==> config.mk <==
export PLATFORM = sky130hd
export DESIGN_NAME = dpi_reg_responder
export DESIGN_NICKNAME = d
export VERILOG_FILES = /design/src/rtl/dpi_reg_pkg.sv /design/src/rtl/dpi_reg_bank.sv /design/src/rtl/dpi_reg_responder.sv
export SDC_FILE = /design/constraint.sdc
export NUM_CORES = 2
export LEC_CHECK = 0
export ABC_CLOCK_PERIOD_IN_PS = 3050
export CORE_AREA = 2 2 258 260
export DETAILED_ROUTE_END_ITERATION = 10
export DIE_AREA = 0 0 260 262
export PLACE_DENSITY = 0.67
export SYNTH_ARGS = -nofsm -noshare
export SYNTH_HDL_FRONTEND = slang
export SYNTH_HIERARCHICAL = 1
export SYNTH_SLANG_ARGS = --single-unit
==> constraint.sdc <==
create_clock -name clock -period 3.05 [get_ports clock]
set_input_delay 0.305 -clock clock [delete_from_list [all_inputs] [get_ports clock]]
set_output_delay 0.305 -clock clock [all_outputs]
set_load 0.01 [all_outputs]
==> src/rtl/dpi_reg_pkg.sv <==
// Shared types and constants for the host register-access responder.
// DPI_REG_BYTE_STROBE_EN adds a per-byte write strobe to the captured request.
package dpi_reg_pkg;

    // Index of the free-running cycle counter inside the register bank
    localparam int CNT_IDX = 0;

    // Width of the host-side register index
    localparam int REQ_ADDR_W = 8;

    // Data width the captured request is sized for; the bank DATA_W must match it
    localparam int REQ_DATA_W = 64;

    typedef enum logic [1:0] {
        ST_IDLE,
        ST_ACCESS,
        ST_RESP
    } state_e;

    typedef struct packed {
        logic                    write;
        logic [REQ_ADDR_W-1:0]   addr;
        logic [REQ_DATA_W-1:0]   wdata;
`ifdef DPI_REG_BYTE_STROBE_EN
        logic [REQ_DATA_W/8-1:0] wstrb;
`endif
    } dpi_req_t;

    // True when a host index names a register that actually exists
    function automatic logic addrInRange(input logic [REQ_ADDR_W-1:0] addr, input int numRegs);
        return int'(addr) < numRegs;
    endfunction

endpackage

==> src/rtl/dpi_reg_bank.sv <==
// Register bank behind the host responder: plain registers, read-only
// masking, the free-running cycle counter and the byte-strobe write merge.
// The strobe is always present here; full-word writes simply drive all ones.
module dpi_reg_bank
    import dpi_reg_pkg::*;
#(
    parameter int                  NUM_REGS = 8,
    parameter int                  DATA_W   = 64,
    parameter logic [NUM_REGS-1:0] RO_MASK  = 'h1,
    localparam int                 ADDR_W   = $clog2(NUM_REGS)
) (
    input  logic                       clock,
    input  logic                       reset,
    input  logic                       wrEn_i,
    input  logic [ADDR_W-1:0]          wrAddr_i,
    input  logic [DATA_W-1:0]          wrData_i,
    input  logic [DATA_W/8-1:0]        wrStrb_i,
    input  logic [ADDR_W-1:0]          rdAddr_i,
    output logic [DATA_W-1:0]          rdData_o,
    output logic [NUM_REGS*DATA_W-1:0] regsFlat_o
);

    logic [DATA_W-1:0] regs_q [NUM_REGS];
    logic [DATA_W-1:0] regs_d [NUM_REGS];

    // Next bank contents: counter always advances, one writable register may take merged bytes
    always_comb begin
        for (int i = 0; i < NUM_REGS; i++) begin
            regs_d[i] = regs_q[i];
            if (i == CNT_IDX) begin
                regs_d[i] = regs_q[i] + DATA_W'(1);
            end else if (wrEn_i && !RO_MASK[i] && int'(wrAddr_i) == i) begin
                for (int b = 0; b < DATA_W/8; b++) begin
                    if (wrStrb_i[b]) begin
                        regs_d[i][b*8 +: 8] = wrData_i[b*8 +: 8];
                    end
                end
            end
        end
    end

    // Bank state, cleared to zero (counter included) by reset
    always_ff @(posedge clock) begin
        if (reset) begin
            for (int i = 0; i < NUM_REGS; i++) begin
                regs_q[i] <= '0;
            end
        end else begin
            regs_q <= regs_d;
        end
    end

    assign rdData_o = regs_q[rdAddr_i];

    for (genvar g = 0; g < NUM_REGS; g++) begin : g_flat
        assign regsFlat_o[g*DATA_W +: DATA_W] = regs_q[g];
    end

endmodule

==> src/rtl/dpi_reg_responder.sv <==
// Hardware end of the host register-access path: takes one read/write
// command at a time, applies it to the bank and returns data plus an error flag.
// DPI_REG_BYTE_STROBE_EN adds the req_wstrb input for partial-word writes.
module dpi_reg_responder
    import dpi_reg_pkg::*;
#(
    parameter int                  NUM_REGS = 8,
    parameter int                  DATA_W   = REQ_DATA_W,
    parameter logic [NUM_REGS-1:0] RO_MASK  = 'h1,
    localparam int                 ADDR_W   = $clog2(NUM_REGS)
) (
    input  logic                       clock,
    input  logic                       reset,
    input  logic                       req_valid,
    output logic                       req_ready,
    input  logic                       req_write,
    input  logic [REQ_ADDR_W-1:0]      req_addr,
    input  logic [DATA_W-1:0]          req_wdata,
`ifdef DPI_REG_BYTE_STROBE_EN
    input  logic [DATA_W/8-1:0]        req_wstrb,
`endif
    output logic                       resp_valid,
    input  logic                       resp_ready,
    output logic [DATA_W-1:0]          resp_rdata,
    output logic                       resp_err,
    output logic [NUM_REGS*DATA_W-1:0] regs_flat
);

    state_e              state_q;
    dpi_req_t            req_q;
    dpi_req_t            reqIn;
    logic                reqReady_q;
    logic                respValid_q;
    logic [DATA_W-1:0]   respRdata_q;
    logic                respErr_q;

    logic                inRange;
    logic                roHit;
    logic                accessErr;
    logic                bankWrEn;
    logic [ADDR_W-1:0]   bankAddr;
    logic [DATA_W-1:0]   bankRdData;
    logic [DATA_W/8-1:0] capWstrb;

    // Pack the live request pins into the form held for the access cycle
    always_comb begin
        reqIn       = '0;
        reqIn.write = req_write;
        reqIn.addr  = req_addr;
        reqIn.wdata[DATA_W-1:0] = req_wdata;
`ifdef DPI_REG_BYTE_STROBE_EN
        reqIn.wstrb[DATA_W/8-1:0] = req_wstrb;
`endif
    end

`ifdef DPI_REG_BYTE_STROBE_EN
    assign capWstrb = req_q.wstrb[DATA_W/8-1:0];
`else
    assign capWstrb = '1;
`endif

    // The counter is never writable, even if the mask forgot to say so
    assign inRange   = addrInRange(req_q.addr, NUM_REGS);
    assign bankAddr  = req_q.addr[ADDR_W-1:0];
    assign roHit     = RO_MASK[bankAddr] || (int'(bankAddr) == CNT_IDX);
    assign accessErr = !inRange || (req_q.write && roHit);
    assign bankWrEn  = (state_q == ST_ACCESS) && req_q.write && !accessErr;

    dpi_reg_bank #(
        .NUM_REGS (NUM_REGS),
        .DATA_W   (DATA_W),
        .RO_MASK  (RO_MASK)
    ) u_bank (
        .clock      (clock),
        .reset      (reset),
        .wrEn_i     (bankWrEn),
        .wrAddr_i   (bankAddr),
        .wrData_i   (req_q.wdata[DATA_W-1:0]),
        .wrStrb_i   (capWstrb),
        .rdAddr_i   (bankAddr),
        .rdData_o   (bankRdData),
        .regsFlat_o (regs_flat)
    );

    // Command FSM: capture in IDLE, decode and load the response in ACCESS, hold it in RESP
    always_ff @(posedge clock) begin
        if (reset) begin
            state_q     <= ST_IDLE;
            req_q       <= '0;
            reqReady_q  <= 1'b1;
            respValid_q <= 1'b0;
            respRdata_q <= '0;
            respErr_q   <= 1'b0;
        end else begin
            case (state_q)
                ST_IDLE: begin
                    if (req_valid && reqReady_q) begin
                        req_q      <= reqIn;
                        reqReady_q <= 1'b0;
                        state_q    <= ST_ACCESS;
                    end
                end
                ST_ACCESS: begin
                    respValid_q <= 1'b1;
                    respErr_q   <= accessErr;
                    respRdata_q <= (accessErr || req_q.write) ? '0 : bankRdData;
                    state_q     <= ST_RESP;
                end
                ST_RESP: begin
                    if (resp_ready) begin
                        respValid_q <= 1'b0;
                        respRdata_q <= '0;
                        respErr_q   <= 1'b0;
                        reqReady_q  <= 1'b1;
                        state_q     <= ST_IDLE;
                    end
                end
                default: begin
                    state_q <= ST_IDLE;
                end
            endcase
        end
    end

    assign req_ready  = reqReady_q;
    assign resp_valid = respValid_q;
    assign resp_rdata = respRdata_q;
    assign resp_err   = respErr_q;

endmodule
Word-level counts from Yosys, hierarchy flattened
Memories as Yosys holds them, arrays and structs flattened. A register that Yosys moved wholly into a read port is not among the register bits.
Index checks and enable logic that the tools add are counted.

cells by class
  $add $sub $neg = 1
  multiply operators = 0
  div/mod/pow operators = 0
  order comparisons = 3
  equality and inequality tests = 11
  shift-type cells = 0
  muxes and demuxes = 18
  bitwise logic cells = 1
  reduce and logical (&&, ||, !) cells = 24

operators with widths
  operator                                                               number
  64-bit 2-to-1 mux                                                      4
  64-bit binary-select mux with 3-bit select                             1
  64-bit one-hot mux with 2 select lines                                 1
  64-bit by 1-bit adder with 64-bit output, second input constant        1
  3-bit equality test, second input constant                             4
  1-bit logical AND                                                      11
  8-bit by 4-bit < comparator with 1-bit output, second input constant   1
  3-bit by 2-bit equality test with 1-bit output, second input constant  2
  3-bit 2-to-1 mux                                                       2
  1-bit one-hot mux with 2 select lines                                  3
  2-bit one-hot mux with 3 select lines                                  1
  2-bit AND reduction                                                    3
  4-bit greater-or-equal comparator, second input constant               1
  3-bit by 4-bit < comparator with 1-bit output, second input constant   1
  1-bit 2-to-1 mux                                                       4
  2-bit 2-to-1 mux                                                       2
  2-bit inequality test, second input constant                           2
  3-bit NOT with 4-bit output                                            1
  2-bit nonzero test                                                     2
  3-bit by 1-bit equality test with 1-bit output, second input constant  1
  3-bit zero test                                                        1
  1-bit logical OR                                                       3
  3-bit AND reduction                                                    1
  2-bit by 1-bit equality test with 1-bit output, second input constant  1
  other kinds (3)                                                        4

word-level totals
  register bits after elaboration = 654
  latch bits = 0
  RAM bits = 0
  memory bits (read-only) = 8
  bits of input ports = 77
  output and inout port bits = 579
  word-level logic and storage cells = 75
  memories = 1

memory list
  memory           words  width  rd ports  clocked after Yosys merged registers in  wr ports  RTL line                 text
  (no name shown)  8      1      1         1                                        0         dpi_reg_responder.sv:65  assign roHit = RO_MASK[bankAddr] || (int'(bankAddr) == CNT_IDX);

Longest topological paths before layout
  word-level depth = 8
  depth in mapped cells = 9
  mapped depth without buffers = 8

Modules after synthesis
Netlist, hierarchy kept.

modules (own cells, without submodules)
  module             instances  cells each  area each (µm²)  seq. area each (µm²)
  dpi_reg_bank       1          2596        22758.1          10249.8
  dpi_reg_responder  1          493         4794.6           2862.7

Worst setup path before layout
No wires, ideal clock.

  path kind = register to register
  start = register state_q[1]
  end = register u_bank.regs_q, in the netlist u_bank/regsFlat_o[135]
  library setup time = 132 ps
  data arrival time = 2418 ps
  slack = 500 ps
  stages on the path, launching flop included = 10
  period minus slack after synthesis = 2550 ps
  cells stage by stage = dfxtp_1 > or4b_4 > nor2_1 > and3_1 > nand2_1 > nor3_1 > clkbuf_1 > nand2_1 > nand2_1 > a21oi_1

between the ends
  cells in the longest elaborated chain, start to end = 4

ends and longest elaborated chain
  item                                            RTL line                  text
  start, declared                                 dpi_reg_responder.sv:29   state_e state_q;
  start signal, assigned                          dpi_reg_responder.sv:88   state_q <= ST_IDLE;
  start signal, assigned                          dpi_reg_responder.sv:100  state_q <= ST_ACCESS;
  start signal, assigned                          dpi_reg_responder.sv:107  state_q <= ST_RESP;
  2-bit by 1-bit equality test with 1-bit output  dpi_reg_responder.sv:67   assign bankWrEn = (state_q == ST_ACCESS) && req_q.write && !accessErr;
  1-bit logical AND (2 in a row)                  dpi_reg_responder.sv:67
  via bankWrEn                                    dpi_reg_responder.sv:40   logic bankWrEn;
  1-bit logical AND                               dpi_reg_bank.sv:32        end else if (wrEn_i && !RO_MASK[i] && int'(wrAddr_i) == i) begin
  end signal, assigned                            dpi_reg_bank.sv:49        regs_q <= regs_d;
  end, declared                                   dpi_reg_bank.sv:23        logic [DATA_W-1:0] regs_q [NUM_REGS];

The timed path passes the listed nets, and every way through them passes these cells.
A chain may end at the register's enable or synchronous reset.

Worst setup path after layout
  start = register state_q[1]
  end = register u_bank.regs_q, in the netlist u_bank/regsFlat_o[469]

Same word-level chain as after synthesis.

==> results.sh <==
export IMPL_grt_setup_unrepaired="no"
export IMPL_yosysWarnings=6
export IMPL_grt_remaining_overflow=0
export IMPL_crit_buf_inv=1
export IMPL_final_common_cell="nand2_1"
export IMPL_clkSinkCount=655
export IMPL_p_per_area_mw_per_mm2=494
export IMPL_cts_resized=0
export IMPL_antenna_found_initial=10
export IMPL_synth_edf_count=0
export IMPL_initial_core_util_pct=42.2
export IMPL_fin_cells=4572
export IMPL_wl_mm=106
export IMPL_tritoncts="built"
export IMPL_tightest_slew_ns=0.946
export IMPL_min_period_over_period_pct=88.2
export IMPL_first_global_vias=24300
export IMPL_cts_hold_buf=0
export IMPL_postCtsSetupRepairBufs=0
export IMPL_vias=26400
export IMPL_path_clk_slew_ns=0.06
export IMPL_ys_seq_elements=655
export IMPL_synth_cell_types=55
export IMPL_drtPass1Iterations=7
export IMPL_die_area_mm2=0.0681
export IMPL_status="finished, final reports clean"
export IMPL_synthArstFlopShare_pct=0
export IMPL_ys_flop_type="dfxtp_1"
export IMPL_cp_start_kind="flip-flop"
export IMPL_synthToLayoutAreaGrowth_pct=35.7
export IMPL_hold_path_class="primary input to flip-flop"
export IMPL_wl_per_cell_um=23.3
export IMPL_fin_skew_ns=0.0230
export IMPL_cpLargestDelayFamily="simple AND/OR/NAND/NOR gates"
export IMPL_syn_area_mm2=0.0276
export IMPL_hold_path_depth=2
export IMPL_relSlewSlack_pct=36.9
export IMPL_power_leakage_nw=12.0
export IMPL_clockBufferDepth=3
export IMPL_crit_cells=9
export IMPL_drive_above_1_share_pct=12.3
export IMPL_placed_cells=4437
export IMPL_setup_viol=0
export IMPL_ant_nets=0
export IMPL_reg2reg_depth=9
export IMPL_vias_per_cell=5.77
export IMPL_core_mm2=0.0653
export IMPL_rows=94
export IMPL_ys_seq_area_share_pct=47.6
export IMPL_max_freq_ghz=0.372
export IMPL_hpwlAfterDp_mm=73.7
export IMPL_crit_fanout=39
export IMPL_crit_slowest_cell="or4b_4"
export IMPL_worstPathArrival_ns=3.15
export IMPL_drt_iter0_markers=2729
export IMPL_cts_root_buf="clkbuf_16"
export IMPL_fillers=5878
export IMPL_cpMostUsedCell="nand2_1"
export IMPL_nNetsFinal=3725
export IMPL_route_detailed_drc=0
export IMPL_grt_first_pass_wirelength_mm=156
export IMPL_hold_viol=0
export IMPL_grt_max_degree=196
export IMPL_fin_crit_ns=2.69
export IMPL_maxSlewViolCount=0
export IMPL_worstPathCellList="or4b_4 -> nor2_1 -> and3_1 -> nand2_1 -> nor2_4 -> buf_12 -> nand2_1 -> nand2_1 -> a21oi_1"
export IMPL_io_pins=656
export IMPL_fin_tns_setup_ns=0
export IMPL_die_w_um=260
export IMPL_syn_area_per_cell_um2=8.92
export IMPL_die_y_um=262
export IMPL_clk_latency_ns=0.60
export IMPL_synth_cells=3089
export IMPL_ir_worst_vdd_v=0.000364
export IMPL_worst_setup_path_end_kind="flip-flop"
export IMPL_track_usage_pct=29.9
export IMPL_final_cell_mix="677 x nand2_1, 654 x clkdlybuf4s50_1, 652 x dfxtp_1, 553 x a21oi_1, 470 x nand3_1"
export IMPL_worstPathRequired_ns=3.51
export IMPL_path_class="flip-flop to flip-flop"
export IMPL_p_total_mw=18.5
export IMPL_routabilityCongestion=0.848
export IMPL_htree_levels=3
export IMPL_cpPeakStageDelay_ns=0.57
export IMPL_numCtsBuffers=72
export IMPL_io_buffers=655
export IMPL_maxCapViolCount=0
-- flip-flops by register name (all words and copies together), names as in the netlist, named ones only --
register / flops
u_bank/regsFlat_o: 512
resp_valid: 1
resp_err: 1
state_q: 2
bankAddr: 3
resp_rdata: 64
req_q: 70
req_ready: 1
-- cell families (layout without fill, tap and decap cells) --
family	count (synthesis)	after routing	synth area share [%]
adders and majority gates	1	1	0.0454
muxes	193	193	13.1
other	1	14	0.0136
buffers and inverters	246	852	3.67
AOI/OAI and AO/OA	650	650	13.0
xor gates and xnor gates	32	32	1.02
and+or+nand+nor	1311	1311	21.5
DFF	655	655	47.6
-- through the flow --
stage / hold slack (ns) / setup slack, ns / util [%] / area, µm²
4_1_cts: 0.164 / 0.395 / 57.3 / 37400
3_5_place_dp: 0.450 / 0.439 / 53.6 / 35000
2_1_floorplan: 0.431 / 0.500 / - / 27600
5_1_grt: 0.200 / 0.169 / 57.3 / 37400
6_report: 0.175 / 0.361 / 57.3 / 37400
3_3_place_gp: 0.443 / 0.455 / 53.6 / 35000
-- final timing paths --
kind	to	slack, ns	start
worst min register to register	req_q[67]$_SDFFE_PP0N_	0.46	req_q[67]$_SDFFE_PP0N_
worst max-delay path	u_bank/regsFlat_o[469]$_SDFFE_PP0P_	0.36	state_q[1]$_SDFFE_PP0P_
worst min-delay path	u_bank/regsFlat_o[407]$_SDFFE_PP0P_	0.17	reset
worst max register to register	u_bank/regsFlat_o[469]$_SDFFE_PP0P_	0.36	state_q[1]$_SDFFE_PP0P_
-- cells in the mapped netlist (6+ instances only) --
cell	number	area, µm²
nand2_1	677	2540
dfxtp_1	655	13100
a21oi_1	553	2770
nand3_1	470	2350
clkbuf_1	198	743
mux4_2	126	2840
mux2_2	65	732
a22o_2	55	551
nor2_1	55	206
o21ai_0	23	115
nand4_1	21	131
or3_1	21	131
xor2_1	19	166
buf_2	18	90.1
xnor2_1	13	114
buf_1	11	41.3
and3_1	10	62.6
a22o_1	9	78.8
nor3_1	9	45.0
inv_1	8	30.0
buf_6	7	78.8
o31ai_1	6	45.0
or4_1	6	45.0
-- per-layer routing --
layer  share of wire, %  global-route usage (%)
met5              0.051                       0
met4                3.8                    12.3
met3                8.4                    5.97
met2                 48                    48.6
met1                 40                    39.0
-- final cells by class --
class / count / area [µm²] / area share [%]
Antenna cell: 6 / 15.0 / 0.0401
Clock buffer: 108 / 2210 / 5.91
Clock inverter: 21 / 164 / 0.438
Inverter: 8 / 30.0 / 0.0803
Multi-Input combinational cell: 2195 / 13500 / 36.2
Sequential cell: 655 / 13100 / 35.1
Tap cell: 864 / 1080 / 2.89
Timing Repair Buffer: 715 / 7250 / 19.4
-- report_power, final --
| group | leakage (nW) | internal (mW) | total, mW | switching [mW] |
|---|---|---|---|---|
| combinational | 5.54 | 0.322 | 0.942 | 0.621 |
| sequential | 5.29 | 8.63 | 8.82 | 0.188 |
| clock | 1.18 | 5.10 | 8.72 | 3.62 |
(Power assumes the default switching activity.)
